### config.mk
export PLATFORM = sky130hd
export DESIGN_NAME = control_sequencer
export DESIGN_NICKNAME = d
export VERILOG_FILES = /design/src/rtl/control_sequencer.sv
export SDC_FILE = /design/constraint.sdc
export NUM_CORES = 1
export LEC_CHECK = 0
export ABC_AREA = 1
export CAP_MARGIN = 10
export CORE_ASPECT_RATIO = 1.75
export CORE_MARGIN = 4
export CORE_UTILIZATION = 44
export DETAILED_ROUTE_END_ITERATION = 8
export PLACE_DENSITY_LB_ADDON = 0.12
export RECOVER_POWER = 25
export SYNTH_ARGS = -nofsm -noshare
export SYNTH_HDL_FRONTEND = slang
export SYNTH_SLANG_ARGS = --single-unit
export TNS_END_PERCENT = 20
### constraint.sdc
create_clock -name clk -period 3.17 [get_ports clk]
set_input_delay 0.634 -clock clk [delete_from_list [all_inputs] [get_ports clk]]
set_output_delay 0.634 -clock clk [all_outputs]
set_load 0.02 [all_outputs]
### src/rtl/control_sequencer.sv
// Multi-cycle control stage ahead of the register file: accepts one instruction,
// sequences the register read, waits on the ALU, then writes back in two phases.
module control_sequencer #(
    parameter int EXEC_TIMEOUT = 15
) (
    input  logic        clk,
    input  logic        reset,
    input  logic [31:0] instr,
    input  logic        instr_valid,
    output logic        instr_ready,
    input  logic [31:0] alu_result,
    input  logic        alu_done,
    output logic        alu_start,
    output logic [4:0]  rs,
    output logic [4:0]  rt,
    output logic [4:0]  rd,
    output logic [5:0]  opcode,
    output logic [5:0]  funct,
    output logic        RegRead,
    output logic        RegWrite,
    output logic        RegDst,
    output logic [31:0] write_data,
    output logic        busy,
    output logic        error
);

    typedef enum logic [2:0] {
        IDLE,
        DECODE,
        READ,
        EXEC,
        WB_SETUP,
        WB_COMMIT
    } state_t;

    state_t      state;
    state_t      state_nxt;
    logic [7:0]  wait_cnt;
    logic [31:0] alu_hold;
    logic        handshake;
    logic        is_rtype;
    logic        is_jr;
    logic        is_itype;
    logic        supported;
    logic        writes_reg;
    logic        timeout;
    logic        unused_shamt;

    assign unused_shamt = ^instr[10:6];

    assign is_rtype   = (opcode == 6'h00) && (funct != 6'h08);
    assign is_jr      = (opcode == 6'h00) && (funct == 6'h08);
    assign is_itype   = (opcode inside {[6'h08:6'h0F], 6'h23, 6'h24, 6'h25});
    assign supported  = is_rtype || is_jr || is_itype;
    assign writes_reg = is_rtype || is_itype;

    // wait_cnt holds the 1-based number of the current EXEC cycle
    assign timeout = (wait_cnt == 8'(EXEC_TIMEOUT));

    assign instr_ready = (state == IDLE) && !reset;
    assign handshake   = instr_valid && instr_ready;
    assign busy        = (state != IDLE);
    assign RegRead     = (state == READ);
    assign alu_start   = (state == EXEC) && (wait_cnt == 8'd1);
    assign RegWrite    = (state == WB_SETUP) || (state == WB_COMMIT);
    assign RegDst      = RegWrite && is_rtype;

    always_ff @(posedge clk) begin
        if (reset) begin
            state      <= IDLE;
            wait_cnt   <= 8'd0;
            write_data <= 32'd0;
            opcode     <= 6'd0;
            rs         <= 5'd0;
            rt         <= 5'd0;
            rd         <= 5'd0;
            funct      <= 6'd0;
        end else begin
            state <= state_nxt;
            if (handshake) begin
                opcode <= instr[31:26];
                rs     <= instr[25:21];
                rt     <= instr[20:16];
                rd     <= instr[15:11];
                funct  <= instr[5:0];
            end
            if (state == READ) begin
                wait_cnt <= 8'd1;
            end else if (state == EXEC) begin
                wait_cnt <= wait_cnt + 8'd1;
            end
            // write_data moves one cycle after RegWrite/RegDst so the register
            // file sees a settled address when the data changes
            if (state == WB_SETUP) begin
                write_data <= alu_hold;
            end
        end
    end

    always_ff @(posedge clk) begin
        if ((state == EXEC) && alu_done) begin
            alu_hold <= alu_result;
        end
    end

    always_comb begin
        state_nxt = state;
        error     = 1'b0;
        case (state)
            IDLE: begin
                if (handshake) state_nxt = DECODE;
            end
            DECODE: begin
                if (!supported) begin
                    error     = 1'b1;
                    state_nxt = IDLE;
                end else begin
                    state_nxt = READ;
                end
            end
            READ: state_nxt = EXEC;
            EXEC: begin
                // a completion arriving on the timeout cycle still counts
                if (alu_done) begin
                    state_nxt = writes_reg ? WB_SETUP : IDLE;
                end else if (timeout) begin
                    error     = 1'b1;
                    state_nxt = IDLE;
                end
            end
            WB_SETUP:  state_nxt = WB_COMMIT;
            WB_COMMIT: state_nxt = IDLE;
            default:   state_nxt = IDLE;
        endcase
    end

endmodule

==> results.md <==
* Status: complete, no violations
* DRC at 0
* Clock skew at 0.00788 ns
* Yosys warning count at 0
* Synth Area per Inst at 9.32 um2
* Ratio of cells with drive above 1 in the final layout at 4.71%
* Endpoints failing setup at 0
* CTS Root Cell: clkbuf_16
* DR vias at 3013
* Final Hold Viols at 0
* Hold buffer count at CTS at 0
* Total power at 2.91 mW
* Post-synthesis register bit count at 102
* Largest net degree at the start of global routing at 34
* Reg2reg start: state[1]
* DP HPWL at 5990 um
* Post-Syn Area at 0.00373 mm2
* Synth top area share at 37.6%
* Vias in the first global route at 2995
* Cells after Synth at 400
* Grt ovf at 0
* Comb power frac at 15.8%
* Highest net fanout along the worst path at 4
* Final WL at 8210 um
* Post-layout min period at 2.75 ns
* Most frequent cells in the layout: clkdlybuf4s50_1, nor2_1, dfxtp_1
* WHS Path Cells at 2
* Chip Width at 77.6 um
* RSZ-0062 raised after global routing: false
* Clock Latency Late Sink at 0.34 ns
* Core Box Area at 0.00826 mm2
* Via density at 4.81
* Initial core utilization at 45.1%
* R2R depth at 3
* Hold EP: rd[4]
* R2r setup slk at 0.94 ns
* R2R Path End: alu_hold[1]
* Clock tree sinks at 102
* Critical path's largest stage delay at 0.65 ns
* Synth top area cells: dfxtp_1, edfxtp_1, nor2_1
* CP Capture Type: output pin
* Pwr/cell area at 547 mW/mm2
* Tot GR Track Use at 17.3%
* TNS Setup at 0 ns
* Lkg Pwr at 2.06 nW
* Drt wl/cell at 13.1 um
* Hold_sp: rd[4]
* I/O Pins at 134
* CP required at 2.54 ns
* Slew headroom at 9.21%
* Worst VDD drop at 342 uV
* I/O Buffers at 128
* Sw frac at 25.8%
* Critical path class: flip-flop to output pin
* Area Growth Syn to Fin at 43.0%
* First-pass DRT Iterations at 4
* Antenna-violating nets left at 0
* Post_cts resized at 0
* Leading area contributor after synthesis: dfxtp_1
* CTS tree: built
* Worst min path class: flip-flop to flip-flop
* Crit-path slowest cell: clkdlybuf4s50_1
* Startpoint types: flip-flop
* FMAX at 363 MHz
* Tightest Pin Transition at 1.36 ns
* CTS max path bufs at 2
* Post CTS Setup Buffer Count at 0
* Critical path, cell by cell: ha_1, inv_1, nor2_1, nand4_1, o32ai_1, clkdlybuf4s50_1
* Final nets at 596
* P_sw at 0.752 mW
* Max cap viols at 0
* Final Cycle Share at 86.8%
* Clk pwr share at 34.3%
* H-tree levels at 3
* First-pass GRT wire length at 13500 um
* Seq/Total Area, Yosys at 63.4%
* Slew Viols, Final at 0
* Commonest non-fill, non-tap cell in the layout: clkdlybuf4s50_1
* GP Congestion at 0.812
* Mapped Nets at 470
* Internal cell power at 2.16 mW
* Worst Path Arrival at 2.12 ns
* DIE AREA at 0.0101 mm2
* CTS clock-pin slew for the worst setup and hold paths at 0.06 ns
* Total CTS buffers at 9
* Share of power burned in registers at 49.9%
* Chip height at 130 um
* Yosys cell types at 26
* Initial antenna violation count at 3
* 1st-iter DRT viols at 117
* Site row count at 44
-- worst max-delay path, delay by kind of cell, from the launching register on --
kind | cells | cell delay, ns
buffers and inverters | 2 | 0.70
and+or+nand+nor | 2 | 0.27
AOI/OAI and AO/OA | 1 | 0.24
adders and majority gates | 1 | 0.17
DFF | 1 | 0.40
-- area by class of cell --
| type | count | area, um2 |
|---|---|---|
| fillers | 742 | 2930 |
| flip-flops and latches | 102 | 2360 |
| repair buffers | 132 | 1320 |
| multi-input cells | 256 | 1160 |
| clock buffers | 11 | 233 |
| well taps | 92 | 115 |
| inverters | 25 | 93.8 |
| clock inverters | 5 | 33.8 |
| diodes | 3 | 7.51 |
-- per-stage QoR --
step	std cells	setup WS [ns]	cell area, um2	hold WS, ns	util (%)
3_5_place_dp	607	0.494	5060	0.460	61.3
6_report	626	0.417	5330	0.464	64.5
2_1_floorplan	400	0.684	3730	0.467	-
3_3_place_gp	607	0.493	5060	0.452	61.3
5_1_grt	626	0.282	5330	0.480	64.5
4_1_cts	623	0.415	5330	0.466	64.6
-- how the worst max path moves through the flow --
| stage | cells after the start | start | end |
|---|---|---|---|
| after CTS | 6 | wait_cnt[0] | error |
| after global routing | 6 | wait_cnt[0] | error |
| after global placement | 3 | reset | instr_ready |
| final | 6 | wait_cnt[0] | error |
| after detailed placement | 3 | reset | instr_ready |
| after floorplan | 2 | alu_done | alu_hold[0] |
-- per-layer routing --
| metal | share of wire [%] | track usage [%] |
|---|---|---|
| met1 | 39 | 18.0 |
| met2 | 50 | 30.6 |
| met3 | 8.3 | 5.80 |
| met4 | 2.4 | 9.64 |
| met5 | 0 | 0 |
-- state kept, by name, indices dropped and copies added, names as in the netlist --
register / count
alu_hold: 32
opcode: 6
rs: 5
rt: 5
rd: 5
funct: 6
state: 3
write_data: 32
wait_cnt: 8
-- cells in the mapped netlist --
master     n
edfxtp_1  32
buf_6      4
xor2_1     3
clkbuf_1   8
nor2_2     1
nand2_1   65
buf_4      3
nor3_2     1
o21ai_0   40
nand2_2    1
ha_1       2
inv_2      3
nand3_4    1
nor2_4     1
inv_1     22
a21oi_1   11
clkbuf_2   1
nand3_1   35
o32ai_1    1
nand2_4    1
dfxtp_1   70
nor2_1    85
buf_2      1
nand4_1    3
nor3_1     4
nand3b_1   1
-- power by group through the flow --
stage | registers [mW] | logic, mW | clock network [mW]
3_5_place_dp | 1.48 | 0.474 | 0
3_3_place_gp | 1.48 | 0.471 | 0
6_report | 1.45 | 0.461 | 0.998
5_1_grt | 1.46 | 0.506 | 1.07
2_1_floorplan | 1.54 | 0.187 | 0
4_1_cts | 1.45 | 0.477 | 1.03
-- logic make-up after synthesis --
| kind of cell | synth area share (%) |
|---|---|
| AND/OR/NAND/NOR | 22.7 |
| flip-flops | 63.4 |
| AO/OA/AOI/OAI | 7.09 |
| buffers and inverters | 5.41 |
| XOR/XNOR | 0.705 |
| adder cells (fa/ha/maj) | 0.671 |
No activity file was read; power rests on OpenSTA's default activity.
